`src/rtl/mem_port_arbiter_if.sv`:
```
// mem_port_arbiter_if
// Bundles the fetch port, the load/store port and the unified memory port
// of mem_port_arbiter. The arbiter connects through the slave modport; the
// core/memory environment connects through the master modport.

interface mem_port_arbiter_if #(
    parameter int AW = 10,
    parameter int DW = 32
);
    localparam int MW = DW / 8;

    // Instruction-fetch port
    logic          i_req;
    logic [AW-1:0] i_addr;
    logic          i_flush;
    logic          i_gnt;
    logic          i_rvalid;
    logic [DW-1:0] i_rdata;

    // Load/store port
    logic          d_req;
    logic          d_we;
    logic [MW-1:0] d_mask;
    logic [AW-1:0] d_addr;
    logic [DW-1:0] d_wdata;
    logic          d_gnt;
    logic          d_rvalid;
    logic [DW-1:0] d_rdata;

    // Unified single-port memory
    logic          m_req;
    logic          m_we;
    logic [MW-1:0] m_mask;
    logic [AW-1:0] m_addr;
    logic [DW-1:0] m_wdata;
    logic [DW-1:0] m_rdata;

    modport slave (
        input  i_req, i_addr, i_flush,
        output i_gnt, i_rvalid, i_rdata,
        input  d_req, d_we, d_mask, d_addr, d_wdata,
        output d_gnt, d_rvalid, d_rdata,
        output m_req, m_we, m_mask, m_addr, m_wdata,
        input  m_rdata
    );

    modport master (
        output i_req, i_addr, i_flush,
        input  i_gnt, i_rvalid, i_rdata,
        output d_req, d_we, d_mask, d_addr, d_wdata,
        input  d_gnt, d_rvalid, d_rdata,
        input  m_req, m_we, m_mask, m_addr, m_wdata,
        output m_rdata
    );
endinterface

```
`src/rtl/mem_port_arbiter.sv`:
```
// mem_port_arbiter
// Shares one single-port synchronous memory (one-cycle read latency,
// byte-masked writes) between the fetch port and the load/store port.
// At most one access is granted per cycle; data has priority over fetch.
// An owner register remembers which port the next-cycle memory response
// belongs to and routes it back. Each port holds its last delivered data.
//
// Optional feature: define MEM_PORT_ARBITER_STARVE_GUARD_EN to build the
// starvation counter that forces a fetch grant after STARVE_LIMIT
// consecutive data grants while fetch is waiting. Without it, priority is
// strictly data over fetch.

module mem_port_arbiter #(
    parameter int AW           = 10,
    parameter int DW           = 32,
    parameter int STARVE_LIMIT = 4
) (
    input  logic                clk,
    input  logic                rst,
    mem_port_arbiter_if.slave   bus
);
    localparam int MW = DW / 8;

    typedef enum logic [1:0] {
        OWN_NONE = 2'd0,
        OWN_I    = 2'd1,
        OWN_DR   = 2'd2,
        OWN_DW   = 2'd3
    } owner_e;

    owner_e        owner_r;
    owner_e        owner_nxt_s;
    logic          i_drop_r;
    logic          i_drop_nxt_s;

    logic          i_gnt_s;
    logic          d_gnt_s;
    logic          guard_fire_s;

    logic          i_rvalid_s;
    logic          d_rvalid_s;
    logic [DW-1:0] i_rdata_s;
    logic [DW-1:0] d_rdata_s;
    logic [DW-1:0] i_hold_r;
    logic [DW-1:0] d_hold_r;

    logic          m_we_s;
    logic [MW-1:0] m_mask_s;
    logic [AW-1:0] m_addr_s;
    logic [DW-1:0] m_wdata_s;

`ifdef MEM_PORT_ARBITER_STARVE_GUARD_EN
    localparam logic [3:0] LIMIT_C = 4'(STARVE_LIMIT);

    logic [3:0] starve_cnt_r;

    // Guard fires only when both ports compete and data has already won LIMIT times in a row.
    always_comb begin
        guard_fire_s = (starve_cnt_r == LIMIT_C) && bus.i_req && bus.d_req;
    end

    // Count consecutive data grants while fetch is waiting; any fetch grant or idle fetch clears it.
    always_ff @(posedge clk or negedge rst) begin
        if (!rst) begin
            starve_cnt_r <= 4'd0;
        end else if (i_gnt_s || !bus.i_req) begin
            starve_cnt_r <= 4'd0;
        end else if (d_gnt_s && (starve_cnt_r != 4'hF)) begin
            starve_cnt_r <= starve_cnt_r + 4'd1;
        end else begin
            starve_cnt_r <= starve_cnt_r;
        end
    end
`else
    logic [31:0] unused_limit_s;

    // Strict data-over-fetch priority: the guard never fires.
    always_comb begin
        guard_fire_s   = 1'b0;
        unused_limit_s = 32'(STARVE_LIMIT);
    end
`endif

    // Arbitration: data wins unless the guard forces fetch; nothing is granted during reset.
    always_comb begin
        i_gnt_s = 1'b0;
        d_gnt_s = 1'b0;
        if (rst) begin
            if (bus.d_req && !guard_fire_s) begin
                d_gnt_s = 1'b1;
            end else if (bus.i_req) begin
                i_gnt_s = 1'b1;
            end else begin
                i_gnt_s = 1'b0;
                d_gnt_s = 1'b0;
            end
        end else begin
            i_gnt_s = 1'b0;
            d_gnt_s = 1'b0;
        end
    end

    // Memory command mux: the granted port drives the memory, idle cycles drive zeros.
    always_comb begin
        m_we_s    = 1'b0;
        m_mask_s  = {MW{1'b0}};
        m_addr_s  = {AW{1'b0}};
        m_wdata_s = {DW{1'b0}};
        if (d_gnt_s) begin
            m_we_s    = bus.d_we;
            m_mask_s  = bus.d_mask;
            m_addr_s  = bus.d_addr;
            m_wdata_s = bus.d_wdata;
        end else if (i_gnt_s) begin
            m_addr_s  = bus.i_addr;
        end else begin
            m_we_s    = 1'b0;
            m_mask_s  = {MW{1'b0}};
            m_addr_s  = {AW{1'b0}};
            m_wdata_s = {DW{1'b0}};
        end
    end

    // Owner state register: response ownership for the next cycle, plus the early-flush marker.
    always_ff @(posedge clk or negedge rst) begin
        if (!rst) begin
            owner_r  <= OWN_NONE;
            i_drop_r <= 1'b0;
        end else begin
            owner_r  <= owner_nxt_s;
            i_drop_r <= i_drop_nxt_s;
        end
    end

    // Owner next state: loaded from this cycle's grant; a flush during a fetch grant marks it dropped.
    always_comb begin
        owner_nxt_s  = OWN_NONE;
        i_drop_nxt_s = 1'b0;
        if (i_gnt_s) begin
            owner_nxt_s  = OWN_I;
            i_drop_nxt_s = bus.i_flush;
        end else if (d_gnt_s && bus.d_we) begin
            owner_nxt_s  = OWN_DW;
        end else if (d_gnt_s) begin
            owner_nxt_s  = OWN_DR;
        end else begin
            owner_nxt_s  = OWN_NONE;
        end
    end

    // Response routing: the owner selects which port sees the memory read data this cycle.
    always_comb begin
        i_rvalid_s = 1'b0;
        d_rvalid_s = 1'b0;
        i_rdata_s  = i_hold_r;
        d_rdata_s  = d_hold_r;
        case (owner_r)
            OWN_I: begin
                if (!i_drop_r && !bus.i_flush) begin
                    i_rvalid_s = 1'b1;
                    i_rdata_s  = bus.m_rdata;
                end else begin
                    i_rvalid_s = 1'b0;
                    i_rdata_s  = i_hold_r;
                end
            end
            OWN_DR: begin
                d_rvalid_s = 1'b1;
                d_rdata_s  = bus.m_rdata;
            end
            OWN_DW: begin
                d_rvalid_s = 1'b1;
                d_rdata_s  = {DW{1'b0}};
            end
            default: begin
                i_rvalid_s = 1'b0;
                d_rvalid_s = 1'b0;
            end
        endcase
    end

    // Fetch hold register: keeps the last delivered fetch word between responses.
    always_ff @(posedge clk or negedge rst) begin
        if (!rst) begin
            i_hold_r <= {DW{1'b0}};
        end else if (i_rvalid_s) begin
            i_hold_r <= i_rdata_s;
        end else begin
            i_hold_r <= i_hold_r;
        end
    end

    // Data hold register: keeps the last delivered load result (zero after a write ack).
    always_ff @(posedge clk or negedge rst) begin
        if (!rst) begin
            d_hold_r <= {DW{1'b0}};
        end else if (d_rvalid_s) begin
            d_hold_r <= d_rdata_s;
        end else begin
            d_hold_r <= d_hold_r;
        end
    end

    // Drive the bundle outputs.
    always_comb begin
        bus.i_gnt    = i_gnt_s;
        bus.d_gnt    = d_gnt_s;
        bus.m_req    = i_gnt_s | d_gnt_s;
        bus.m_we     = m_we_s;
        bus.m_mask   = m_mask_s;
        bus.m_addr   = m_addr_s;
        bus.m_wdata  = m_wdata_s;
        bus.i_rvalid = i_rvalid_s;
        bus.i_rdata  = i_rdata_s;
        bus.d_rvalid = d_rvalid_s;
        bus.d_rdata  = d_rdata_s;
    end
endmodule

```
`src/flat_wrapper.sv`:
```
// flat-port wrapper written by rule: the top's interface ports become plain ports
module mem_port_arbiter_flat 
#(
    parameter int AW           = 10,
    parameter int DW           = 32,
    parameter int STARVE_LIMIT = 4
)
  (clk, rst, bus_i_req, bus_i_addr, bus_i_flush, bus_i_gnt, bus_i_rvalid, bus_i_rdata, bus_d_req, bus_d_we, bus_d_mask, bus_d_addr, bus_d_wdata, bus_d_gnt, bus_d_rvalid, bus_d_rdata, bus_m_req, bus_m_we, bus_m_mask, bus_m_addr, bus_m_wdata, bus_m_rdata);
  mem_port_arbiter_if #(.AW(AW), .DW(DW)) bus_i ();
  input  logic clk;
  input  logic rst;
  input wire logic [$bits(bus_i.i_req)-1:0] bus_i_req;
  input wire logic [$bits(bus_i.i_addr)-1:0] bus_i_addr;
  input wire logic [$bits(bus_i.i_flush)-1:0] bus_i_flush;
  output wire logic [$bits(bus_i.i_gnt)-1:0] bus_i_gnt;
  output wire logic [$bits(bus_i.i_rvalid)-1:0] bus_i_rvalid;
  output wire logic [$bits(bus_i.i_rdata)-1:0] bus_i_rdata;
  input wire logic [$bits(bus_i.d_req)-1:0] bus_d_req;
  input wire logic [$bits(bus_i.d_we)-1:0] bus_d_we;
  input wire logic [$bits(bus_i.d_mask)-1:0] bus_d_mask;
  input wire logic [$bits(bus_i.d_addr)-1:0] bus_d_addr;
  input wire logic [$bits(bus_i.d_wdata)-1:0] bus_d_wdata;
  output wire logic [$bits(bus_i.d_gnt)-1:0] bus_d_gnt;
  output wire logic [$bits(bus_i.d_rvalid)-1:0] bus_d_rvalid;
  output wire logic [$bits(bus_i.d_rdata)-1:0] bus_d_rdata;
  output wire logic [$bits(bus_i.m_req)-1:0] bus_m_req;
  output wire logic [$bits(bus_i.m_we)-1:0] bus_m_we;
  output wire logic [$bits(bus_i.m_mask)-1:0] bus_m_mask;
  output wire logic [$bits(bus_i.m_addr)-1:0] bus_m_addr;
  output wire logic [$bits(bus_i.m_wdata)-1:0] bus_m_wdata;
  input wire logic [$bits(bus_i.m_rdata)-1:0] bus_m_rdata;
  assign bus_i.i_req = bus_i_req;
  assign bus_i.i_addr = bus_i_addr;
  assign bus_i.i_flush = bus_i_flush;
  assign bus_i_gnt = bus_i.i_gnt;
  assign bus_i_rvalid = bus_i.i_rvalid;
  assign bus_i_rdata = bus_i.i_rdata;
  assign bus_i.d_req = bus_d_req;
  assign bus_i.d_we = bus_d_we;
  assign bus_i.d_mask = bus_d_mask;
  assign bus_i.d_addr = bus_d_addr;
  assign bus_i.d_wdata = bus_d_wdata;
  assign bus_d_gnt = bus_i.d_gnt;
  assign bus_d_rvalid = bus_i.d_rvalid;
  assign bus_d_rdata = bus_i.d_rdata;
  assign bus_m_req = bus_i.m_req;
  assign bus_m_we = bus_i.m_we;
  assign bus_m_mask = bus_i.m_mask;
  assign bus_m_addr = bus_i.m_addr;
  assign bus_m_wdata = bus_i.m_wdata;
  assign bus_i.m_rdata = bus_m_rdata;
  mem_port_arbiter #(.AW(AW), .DW(DW), .STARVE_LIMIT(STARVE_LIMIT)) u_core (.clk(clk), .rst(rst), .bus(bus_i));
endmodule
```
`config.mk`:
```
export PLATFORM = sky130hd
export DESIGN_NAME = mem_port_arbiter_flat
export DESIGN_NICKNAME = d
export VERILOG_FILES = /design/src/rtl/mem_port_arbiter_if.sv /design/src/rtl/mem_port_arbiter.sv /design/src/flat_wrapper.sv
export SDC_FILE = /design/constraint.sdc
export NUM_CORES = 1
export LEC_CHECK = 0
export ABC_AREA = 0
export CAP_MARGIN = 30
export CORE_MARGIN = 2
export CORE_UTILIZATION = 30
export CTS_CLUSTER_SIZE = 12
export DETAILED_ROUTE_END_ITERATION = 7
export MAX_ROUTING_LAYER = met4
export PLACE_DENSITY_LB_ADDON = 0.05
export SETUP_SLACK_MARGIN = 0.1
export SYNTH_ARGS = -nofsm -noshare
export SYNTH_HDL_FRONTEND = slang
export SYNTH_SLANG_ARGS = --single-unit
```
`constraint.sdc`:
```
create_clock -name clk -period 2.25 [get_ports clk]
set_input_delay 0.45 -clock clk [delete_from_list [all_inputs] [get_ports clk]]
set_output_delay 0.45 -clock clk [all_outputs]
set_load 0.02 [all_outputs]
```
Word-level counts from Yosys, hierarchy flattened
Cells that the tools add are included.
- equal/unequal tests: 3
- multiplexer cells: 20
- bitwise operators: 1
- reductions and logical operators: 5
- operators by type and width (kind ; number):
    2-to-1 mux 32 bit ; 3
    one-hot mux 32 bit (2 select lines) ; 1
    2-to-1 mux 10 bit ; 2
    2-to-1 mux 1 bit ; 10
    2-to-1 mux 2 bit ; 3
    == test 2 bit, second input constant ; 2
    2-to-1 mux 4 bit ; 1
    == test 2 x 1 -> 1 bit, second input constant ; 1
    logical AND 1 bit ; 2
    logical NOT 1 bit ; 2
    OR reduction 2 bit ; 1
    OR 1 bit ; 1
- flip-flop bits (word level): 67
- input port bits: 94

Longest topological paths before layout
Gate-level depths: netlist of run 1.
- word-level depth: 5
- mapped depth: 5

Least setup slack after synthesis of run 1
OpenSTA, ideal clock, no wires.
- kind: input to output
- start: input port bus_d_req
- end: output port bus_m_addr[1]
- arrival time: 1.516 ns
- required time: 1.800 ns
- setup slack: 0.284 ns
- cell stages on the path: 4
- cells stage by stage: clkbuf_1 clkbuf_1 nand2_1 a21boi_0
- longest elaborated chain between the ends: 4
- elaborated cells between the ends (all ways): 6
- classes of those cells: 6 x mux
- RTL lines (element ; line ; text):
    start, declared ; flat_wrapper.sv:18 ; input wire logic [$bits(bus_i.d_req)-1:0] bus_d_req;
    2-to-1 mux 1 bit ; mem_port_arbiter.sv:89 ; if (bus.d_req && !guard_fire_s) begin
    2-to-1 mux 1 bit ; mem_port_arbiter.sv:88 ; if (rst) begin
    2-to-1 mux 10 bit ; mem_port_arbiter.sv:114 ; end else if (i_gnt_s) begin
    2-to-1 mux 10 bit * ; mem_port_arbiter.sv:109 ; if (d_gnt_s) begin
    end, declared ; flat_wrapper.sv:29 ; output wire logic [$bits(bus_i.m_addr)-1:0] bus_m_addr;
Mark *: on every way between the ends. The rest lies on a longest branch, timed or not.

Worst setup path after layout of run 1
- start: register u_core.owner_r[1]
- end: output port bus_i_rdata[18]
- longest elaborated chain between the ends: 2
- RTL lines (element ; line ; text):
    start, declared ; mem_port_arbiter.sv:31 ; owner_e owner_r;
    start signal, assigned ; mem_port_arbiter.sv:130 ; owner_r <= owner_nxt_s;
    == test 2 x 1 -> 1 bit ; mem_port_arbiter.sv:157 ; case (owner_r)
    2-to-1 mux 32 bit ; mem_port_arbiter.sv:157 ;
    end, declared ; flat_wrapper.sv:17 ; output wire logic [$bits(bus_i.i_rdata)-1:0] bus_i_rdata;
No other way between the ends.

==> results.md, run 1 <==
| Quantity | This run |
|:---|:---|
| Result of the run | complete, but fails checks |
| Failing checks | setup timing |
| Horiz. Die Dim | 115.5 um |
| Routed wire per std cell | 15.80 um |
| Transition time of the tightest slew-check pin | 835.2 ps |
| Reg area | 1682 um^2 |
| Via count | 3783 |
| Minimum period implied by the final worst setup slack | 2439 ps |
| Endpoint of the worst-slack reg-to-reg timing path | u_core.i_hold_r[25] |
| Clock transition at path regs | 50 ps |
| Max clock buf depth | 2 |
| Antenna-violating nets left | 0 |
| Syn Inst Count | 374 |
| Area leader, netlist | dfrtp_1 |
| CTS root buf | clkbuf_16 |
| Arrival time at the worst endpoint | 1990 ps |
| Final count of pins violating max slew | 0 |
| Die Span Y | 115.5 um |
| Setup repair after global routing missed its margin | yes |
| Type of origin of the critical path | flop |
| Count of maximum capacitance violations | 0 |
| Clock sink count | 67 |
| Number of endpoints with negative hold slack in the final report | 0 |
| Startpoint-to-endpoint class of the critical path | flop to output port |
| Number of iterations in the first detailed-routing pass | 4 |
| Later-pin clock latency in the skew report | 320 ps |
| Launching point of the worst reg2reg path | u_core.owner_r[1] |
| Iteration-0 DRC Markers | 179 |
| Setup-violating endpoint count in the final report | 32 |
| Buffers on Ports | 209 |
| Maximum clock skew at final layout | 8.131 ps |
| Remaining DRCs | 0 |
| Via count of the first global-routing pass | 3725 |
| Clock tree from TritonCTS | yes |
| Total detailed-routing wirelength | 12690 um |
| Growth of design area from synthesis to finish | 90.80% |
| Number of distinct library cells after synthesis | 20 |
| Routability congestion estimate from global placement | 0.7426 |
| YS warnings | 0 |
| Total overflow reported by the global router | 0 |
| Mapped Avg Cell Area | 9.966 um^2 |
| IR Drop Worst-Case VDD | 0.4496 mV |
| Total cell area at the placement stage | 6292 um^2 |
| Max transition margin | 44.32% |
| Area of the core | 12060 um^2 |
| Fraction of final layout cells with drive strength greater than 1 | 33.39% |
| Initial core utilization | 30.90% |
| Capturing element of the worst setup path | bus_i_rdata[18] |
| Final period util | 108.4% |
| Seq cells post-synth | 67 |
| # IOs | 210 |
| Number of buffers created by CTS | 9 |
| Filler cells | 1065 |
| Worst-path fanout max | 7 |
| Via-per-instance ratio | 4.711 |
| Top-area cell type share of the netlist area | 44.98% |
| Pin count of the biggest net entering global routing | 66 |
| Required time of the worst setup path | 1800 ps |
| Type of the tightest min-delay check | primary input to asynchronous set/reset pin |
| Post-Syn Nets | 468 |
| Post-synth design cell area | 3727 um^2 |
| Critical path launch point | u_core.owner_r[1] |
| Synth area leaders | dfrtp_1 (45%), mux2_1 (15%), o22ai_1 (11%) |
| Peak Freq | 0.4100 GHz |
| Total global routing track utilization | 18.47% |
| Leakage dissipation | 3.423 nW |
| Cell depth of the worst flop-to-flop path | 8 |
| Detail Placement HPWL | 8544 um |
| Minimum setup slack among reg-to-reg paths | 240 ps |
| Minimum setup slack in the final design | -189.2 ps |
| Hold buffer count at CTS | 0 |
| Power Dens Cells | 695.2 nW/um^2 |
| Rows | 40 |
| Wire length of the first global-routing pass | 18660 um |
| Max H-tree Level | 3 |
| Sequential-to-total area share from yosys stat | 44.98% |
| Nets | 724 |
| Final Cell Area | 7112 um^2 |
| Setup slack after placement | -671.5 ps |
| Sum of negative setup slack | -4801 ps |
| Floorplan die area | 13330 um^2 |
| Antenna Cells | 0 |
| Number of antenna violations at the first check in global routing | 0 |
| CP endpoint kind | output port |
| Area occupied by multi-input gates | 1856 um^2 |
sequential cells by signal (all words and copies together), names as in the netlist:
register         cells
u_core.i_hold_r     32
u_core.i_drop_r      1
u_core.owner_r       2
u_core.d_hold_r     32
what timing repair did:
action                     in CTS  in global routing
cloned                          3                  3
setup buffers                  14                  8
gates resized for setup       336                 91
pin swaps                       1                  1
setup endpoints to repair     114                 67
synth_stat cells, drive strengths merged:
library cell / n
a21boi: 10
and2: 2
and3: 37
buf: 18
clkbuf: 21
dfrtp: 67
inv: 32
mux2: 64
mux2i: 1
nand2: 43
nand3b: 10
nor2: 1
nor2b: 1
nor3b: 1
nor4b: 1
o21a: 1
o22ai: 64
metrics by stage:
step           std cells  utilization [%]  power (W)  hold slack [ps]
2_1_floorplan        374                -   0.002366            154.4
3_3_place_gp         760            52.17   0.003235            461.6
3_5_place_dp         760            52.17   0.003249            471.4
4_1_cts              793            56.03   0.004714            168.5
5_1_grt              803            58.96   0.005201            193.8
6_report             803            58.96   0.004944            172.2
where the power goes:
part           switching [W]  leakage (nW)  internal (W)
clock network       0.000540         0.160      0.000979
registers          0.0000952         0.822       0.00143
logic               0.000848          2.44       0.00105
area by class of cell:
| type | count | share of cell area (%) |
|---|---|---|
| Tap cell | 168 | 2.956 |
| Inverter | 32 | 1.689 |
| Sequential cell | 67 | 23.65 |
| Clock inverter | 7 | 1.407 |
| Clock buffer | 9 | 3.167 |
| Multi-Input combinational cell | 236 | 26.09 |
| Timing Repair Buffer | 284 | 41.05 |
worst min path at each step:
stage | cells after the start | end
after global placement | 1 | u_core.i_hold_r[17]
after global routing | 2 | u_core.i_drop_r
after floorplan | 0 | u_core.d_hold_r[0]
final | 2 | u_core.d_hold_r[1]
after detailed placement | 1 | u_core.i_hold_r[20]
after CTS | 2 | u_core.d_hold_r[1]
routing by layer:
layer  GRT usage [%]  vias to the layer above  wire length [um]
met5               -                        -                 0
met4           4.900                        0               115
met2           31.11                      140              6422
li1                -                     1846                 -
met1           21.48                     1791              5198
met3           5.596                        6               953
logic make-up after synthesis:
kind of cell | synth area share (%)
multiplexers | 19.60
flip-flops | 44.98
AND/OR/NAND/NOR | 14.00
buffers and inverters | 8.459
AO/OA/AOI/OAI | 12.96
placed cells by master (no fill, tap or decap), drive strengths merged:
master,instances
buf,117
mux2,64
nor2,1
clkbuf,12
dlygate4sd2,48
and2,2
bufbuf,1
o22ai,64
clkdlybuf4s50,89
mux2i,1
dfrtp,67
nand2,43
nor4b,1
nor2b,1
bufinv,2
nand3b,10
o21a,1
and3,37
inv,34
clkdlybuf4s15,25
a21boi,10
nor3b,1
clkinv,3
dlymetal6s2s,1
worst max-delay path, stage by stage, from the launching register on:
cell and delay [ps]:
dfrtp_4 490, nor4b_4 280, buf_6 170, buf_12 140
buf_12 140, mux2_4 310, buf_6 130
Power figures use the tool's default switching activity.
==> run 2: changes to the inputs <==
clock period = 2.6 ns   (was 2.25 ns; I/O delays follow)
==> results.md, run 2 (synthesized netlist as in run 1, its figures left out) <==
| Quantity | This run | vs previous |
|:---|:---|:---|
| Result of the run | complete, no violations |  |
| Minimum period implied by the final worst setup slack | 2552 ps |  |
| Via count of the first global-routing pass | 3533 | -5.2% |
| Routed met1 length | 4877 um | -6.2% |
| Reg area | 1682 um^2 | unchanged |
| Horiz. Die Dim | 115.5 um | unchanged |
| Most frequent standard cell in the layout excluding fill and tap cells | clkdlybuf4s50_1 |  |
| Growth of design area from synthesis to finish | 75.97% |  |
| Required time of the worst setup path | 2080 ps | +280 ps |
| Max transition margin | 59.87% | +16 points |
| Final Cell Area | 6559 um^2 | -7.8% |
| Number of buffers created by CTS | 9 | unchanged |
| Pin count of the biggest net entering global routing | 98 | +48% |
| Later-pin clock latency in the skew report | 320 ps | about the same |
| Via count | 3600 | -4.8% |
| Filler cells | 1146 | +7.6% |
| Nets | 687 | -5.1% |
| Worst-path fanout max | 8 | +1 |
| Cell depth of the worst flop-to-flop path | 7 | -1 |
| Floorplan die area | 13330 um^2 | unchanged |
| Detail Placement HPWL | 8487 um | -0.67% |
| Endpoint of the worst-slack reg-to-reg timing path | u_core.i_hold_r[6] |  |
| Non-filler cells in the finished layout | 766 | -4.6% |
| Via-per-instance ratio | 4.700 | -0.24% |
| Max clock buf depth | 2 | unchanged |
| Arrival time at the worst endpoint | 2030 ps | +40 ps |
| # IOs | 210 | unchanged |
| Type of origin of the critical path | flop |  |
| Clock transition at path regs | 60 ps | about the same |
| Remaining DRCs | 0 | unchanged |
| CP endpoint kind | output port |  |
| Leakage dissipation | 3.200 nW | -6.5% |
| Commonest cells after routing, fill and taps aside | clkdlybuf4s50_1 (92), dlygate4sd2_1 (79), dfrtp_1 (65), o22ai_1 (64), nand2_1 (43) |  |
| Fraction of final layout cells with drive strength greater than 1 | 21.24% | -12 points |
| Power Dens Cells | 607.5 nW/um^2 | -13% |
| Number of iterations in the first detailed-routing pass | 4 | unchanged |
| Number of antenna violations at the first check in global routing | 0 | unchanged |
| Highest Signal Layer | met4 |  |
| Routability congestion estimate from global placement | 0.7477 | +0.69% |
| Maximum clock skew at final layout | 5.267 ps | -2.864 ps |
| Area occupied by multi-input gates | 1822 um^2 | -1.8% |
| Number of endpoints with negative hold slack in the final report | 0 | unchanged |
| Setup-violating endpoint count in the final report | 0 | -100% |
| Max H-tree Level | 3 | unchanged |
| Routed wire per std cell | 15.49 um | -2.0% |
| CTS root buf | clkbuf_16 |  |
| Routed length on met2 | 5964 um | -7.1% |
| Share of the core filled with cells | 54.38% | -4.6 points |
| Area of the core | 12060 um^2 | unchanged |
| Setup repair after global routing missed its margin | yes |  |
| Detailed-routed wire length on met3 | 860 um | -9.8% |
| Minimum setup slack in the final design | 48.03 ps | +237.2 ps |
| Count of maximum capacitance violations | 0 | unchanged |
| Transition time of the tightest slew-check pin | 602.0 ps | -233.2 ps |
| IR Drop Worst-Case VDD | 0.3036 mV | -32% |
| Total cell area at the placement stage | 6105 um^2 | -3.0% |
| Clock sink count | 67 | unchanged |
| Final period util | 98.15% |  |
| Regs by FF count | u_core.d_hold_r: 32 flops, u_core.i_hold_r: 32 flops, u_core.owner_r: 2 flops |  |
| Setup slack after placement | -458.8 ps | +212.7 ps |
| Cell count after placement | 736 | -3.2% |
| Launching point of the worst reg2reg path | u_core.owner_r[1] |  |
| Total detailed-routing wirelength | 11870 um | -6.5% |
| Initial core utilization | 30.90% | unchanged |
| Total Power | 0.003985 W | -19% |
| Iteration-0 DRC Markers | 120 | -33% |
| Wire length of the first global-routing pass | 17940 um | -3.9% |
| Total global routing track utilization | 17.82% | -0.65 points |
| Buffers on Ports | 209 | unchanged |
| Rows | 40 | unchanged |
| Clock tree from TritonCTS | yes |  |
| Minimum setup slack among reg-to-reg paths | 690 ps | +450 ps |
| Antenna Cells | 0 | unchanged |
| Startpoint-to-endpoint class of the critical path | flop to output port |  |
| Total overflow reported by the global router | 0 | unchanged |
| Antenna-violating nets left | 0 | unchanged |
| Die Span Y | 115.5 um | unchanged |
| Peak Freq | 0.3919 GHz |  |
| Type of the tightest min-delay check | primary input to asynchronous set/reset pin |  |
| Final count of pins violating max slew | 0 | unchanged |
==> run 2: timing repair <==
| item | 4_1_cts | 5_1_grt |
|---|---|---|
| setup buffers | 3 | 9 |
| pin swaps | 1 | 1 |
| setup endpoints to repair | 115 | 36 |
| hold endpoints to repair | 0 | 0 |
| gates cloned | 1 | 1 |
| resized for setup | 243 | 56 |
| hold buffers | 0 | 0 |
==> run 2: critical path, stage by stage (launching register included) <==
cell     delay, ps
dfrtp_4        490
nor4b_4        310
buf_6          150
buf_12          90
buf_12         120
buf_8          110
mux2_4         290
buf_6          130
==> run 2: cell type report <==
type / count / area share [%]
sequential: 67 / 25.64
tap: 168 / 3.205
clock inverter: 5 / 0.8203
timing repair buffer: 247 / 37.18
multi-input combinational: 236 / 27.78
clock buffer: 11 / 3.548
inverter: 32 / 1.831
==> run 2: power breakdown <==
part           switching (W)  internal (W)
registers          0.0000801       0.00124
clock network       0.000444      0.000739
logic               0.000703      0.000783
total                0.00123       0.00276
==> run 2: per-stage QoR <==
stage | setup TNS (ps) | hold WS (ps)
2_1_floorplan | 0 | 224.4
3_5_place_dp | -15410 | 468.2
4_1_cts | 0 | 455.2
3_3_place_gp | -14970 | 461.4
6_report | 0 | 421.5
5_1_grt | -152.6 | 479.9
==> run 2: routing by layer <==
layer	track usage, %	up-vias
met3	5.858	12
met1	20.84	1687
met4	5.783	0
met5	-	-
li1	-	1770
met2	29.01	131
==> run 2: worst max path at each step <==
stage	startpoint	end	slack [ps]	cells after the start
6_report	u_core.owner_r[1]	bus_i_rdata[19]	50	7
3_3_place_gp	bus_i_flush	bus_i_rdata[0]	-440	5
4_1_cts	u_core.owner_r[1]	bus_i_rdata[20]	6	6
5_1_grt	u_core.owner_r[1]	bus_i_rdata[19]	-30	7
2_1_floorplan	bus_d_req	bus_m_addr[1]	490	4
3_5_place_dp	bus_i_flush	bus_i_rdata[0]	-460	5
==> run 3: changes to the inputs <==
CAP_MARGIN = not set   (was 30)
PLACE_DENSITY = 0.65   (was not set)
PLACE_DENSITY_LB_ADDON = not set   (was 0.05)
==> results.md, run 3 (synthesized netlist as in run 1, its figures left out) <==
| Quantity | This run | vs previous |
|:---|:---|:---|
| Leakage dissipation | 3.260 nW | +1.9% |
| Arrival time at the worst endpoint | 1930 ps | -100 ps |
| Max H-tree Level | 3 | unchanged |
| Iteration-0 DRC Markers | 148 | +23% |
| # IOs | 210 | unchanged |
| Pin count of the biggest net entering global routing | 65 | -34% |
| Cell count after placement | 727 | -1.2% |
| Nets | 677 | -1.5% |
| Final count of pins violating max slew | 0 | unchanged |
| Fraction of final layout cells with drive strength greater than 1 | 17.86% | -3.4 points |
| Max clock buf depth | 2 | unchanged |
| Routed wire per std cell | 16.21 um | +4.7% |
| Startpoint-to-endpoint class of the critical path | primary input to output port |  |
| Clock tree from TritonCTS | yes |  |
| CP endpoint kind | output port |  |
| Growth of design area from synthesis to finish | 76.00% | about the same |
| Total Power | 0.004106 W | +3.0% |
| Total global routing track utilization | 18.37% | +0.55 points |
| Total overflow reported by the global router | 0 | unchanged |
| Clock transition at path regs | 50 ps | about the same |
| Buffers on Ports | 209 | unchanged |
| Max transition margin | 65.06% | +5.2 points |
| Number of iterations in the first detailed-routing pass | 4 | unchanged |
| Floorplan die area | 13330 um^2 | unchanged |
| Regs by FF count | u_core.d_hold_r: 32 flops, u_core.i_hold_r: 32 flops, u_core.owner_r: 2 flops |  |
| Peak Freq | 0.4088 GHz | +4.3% |
| Later-pin clock latency in the skew report | 330 ps | about the same |
| Initial core utilization | 30.90% | unchanged |
| Required time of the worst setup path | 2080 ps | about the same |
| Non-filler cells in the finished layout | 756 | -1.3% |
| Type of origin of the critical path | primary input |  |
| Hold buffer count at CTS | 0 | unchanged |
| Final period util | 94.09% | -4.1 points |
| Worst path max stage delay | 310 ps | -180 ps |
| Clock sink count | 67 | unchanged |
| Number of buffers created by CTS | 9 | unchanged |
| Remaining DRCs | 0 | unchanged |
| Commonest cells after routing, fill and taps aside | clkdlybuf4s50_1 (116), dfrtp_1 (65), o22ai_1 (64), nand2_1 (43), mux2_1 (39) |  |
| Result of the run | complete, no violations |  |
| Critical path's most frequent cell | buf_6 |  |
| Via count | 3636 | +1.0% |
| Via-per-instance ratio | 4.810 | +2.3% |
| Filler cells | 1123 | -2.0% |
| Setup-violating endpoint count in the final report | 0 | unchanged |
| Minimum period implied by the final worst setup slack | 2446 ps | -105.6 ps |
| Count of maximum capacitance violations | 0 | unchanged |
| Maximum clock skew at final layout | 6.141 ps | +0.8734 ps |
| Sum of negative setup slack | 0 ps | unchanged |
| Antenna-violating nets left | 0 | unchanged |
| Cell Chain, Critical Path | clkdlybuf4s15_1 > nor4b_4 > buf_6 > buf_12 > clkbuf_16 > mux2_4 > buf_6 |  |
| Power Dens Cells | 625.9 nW/um^2 | +3.0% |
| Total detailed-routing wirelength | 12260 um | +3.3% |
| Via count of the first global-routing pass | 3606 | +2.1% |
| Detail Placement HPWL | 8202 um | -3.4% |
| Most frequent standard cell in the layout excluding fill and tap cells | clkdlybuf4s50_1 |  |
| IR Drop Worst-Case VDD | 0.2991 mV | -1.5% |
| Type of the tightest min-delay check | primary input to asynchronous set/reset pin |  |
| Routability congestion estimate from global placement | 0.8753 | +17% |
| Area of the core | 12060 um^2 | unchanged |
| Worst-path fanout max | 5 | -3 |
| Transition time of the tightest slew-check pin | 524.1 ps | -77.89 ps |
| Number of antenna violations at the first check in global routing | 0 | unchanged |
| Wire length of the first global-routing pass | 18130 um | +1.0% |
| Antenna Cells | 0 | unchanged |
| Setup repair after global routing missed its margin | yes |  |
| Number of endpoints with negative hold slack in the final report | 0 | unchanged |
| CTS root buf | clkbuf_16 |  |
| Standard cell with the maximum stage delay on the critical path | nor4b_4 |  |
| Die Span Y | 115.5 um | unchanged |
| Rows | 40 | unchanged |
| Horiz. Die Dim | 115.5 um | unchanged |
==> run 3: cell types whose count changed in the layout (fill, tap and decap cells not counted), sizes merged, moves of 2 or more <==
cell and delta:
clkbuf -2, clkdlybuf4s50 +24, dlymetal6s2s +21, buf -12, bufbuf +2, clkdlybuf4s15 -3
dlygate4sd2 -41, bufinv +2
==> run 3: metal layers <==
| metal | part of all wire, % | track usage, % | up-vias |
|---|---|---|---|
| met4 | 2.1 | 7.711 | 0 |
| met5 | 0 | - | - |
| met3 | 8.5 | 4.655 | 20 |
| met1 | 40 | 21.28 | 1699 |
| met2 | 49 | 30.33 | 152 |
| li1 | - | - | 1765 |
==> run 3: what timing repair did <==
item / in CTS / in global routing
buffers inserted: 4 / 4
endpoints found under the setup margin: 115 / 53
gates cloned: 4 / 1
pin swaps: 1 / 1
resized for setup: 174 / 54
==> run 3: through the flow <==
stage / utilization (%) / hold WS, ps / area [um^2] / setup WS, ps
after floorplan: - / 224.4 / 3727 / 494.4
after global placement: 49.93 / 424.0 / 6022 / -479.7
after detailed placement: 49.93 / 430.0 / 6022 / -503.9
after CTS: 52.68 / 72.24 / 6354 / 6.978
after global routing: 54.39 / 84.66 / 6560 / 54.24
final: 54.39 / 87.08 / 6560 / 153.6
==> run 3: where the power goes <==
group | internal [W] | switching, W | total [W]
logic | 0.000715 | 0.000692 | 0.00141
registers | 0.00124 | 0.0000777 | 0.00131
clock network | 0.000934 | 0.000452 | 0.00139
==> run 3: cell type report <==
class / count / area [um^2] / share of cell area, %
Sequential cell: 67 / 1679 / 25.60
Tap cell: 168 / 210.2 / 3.204
Inverter: 32 / 120.1 / 1.831
Timing Repair Buffer: 237 / 2436 / 37.14
Clock buffer: 9 / 225.2 / 3.433
Multi-Input combinational cell: 236 / 1773 / 27.03
Clock inverter: 7 / 116.4 / 1.774
==> run 3: path summary, 6_finish.rpt <==
kind                                     start                   to  slack [ps]  depth (start not counted)
max in group asynchronous                  rst   u_core.d_hold_r[7]        1710                          2
min reg2reg                u_core.i_hold_r[28]  u_core.i_hold_r[28]         480                          1
max reg2reg                  u_core.owner_r[1]  u_core.i_hold_r[21]         850                          5
min in group clk           u_core.i_hold_r[28]  u_core.i_hold_r[28]         480                          1
max                                bus_i_flush       bus_i_rdata[4]         150                          7
min                                        rst      u_core.i_drop_r          90                          1
==> run 3: worst max-delay path, delay by kind of cell <==
| family | cells | cell delay (ps) |
|---|---|---|
| mux | 1 | 300 |
| simple gates | 1 | 310 |
| buf+inv | 5 | 780 |
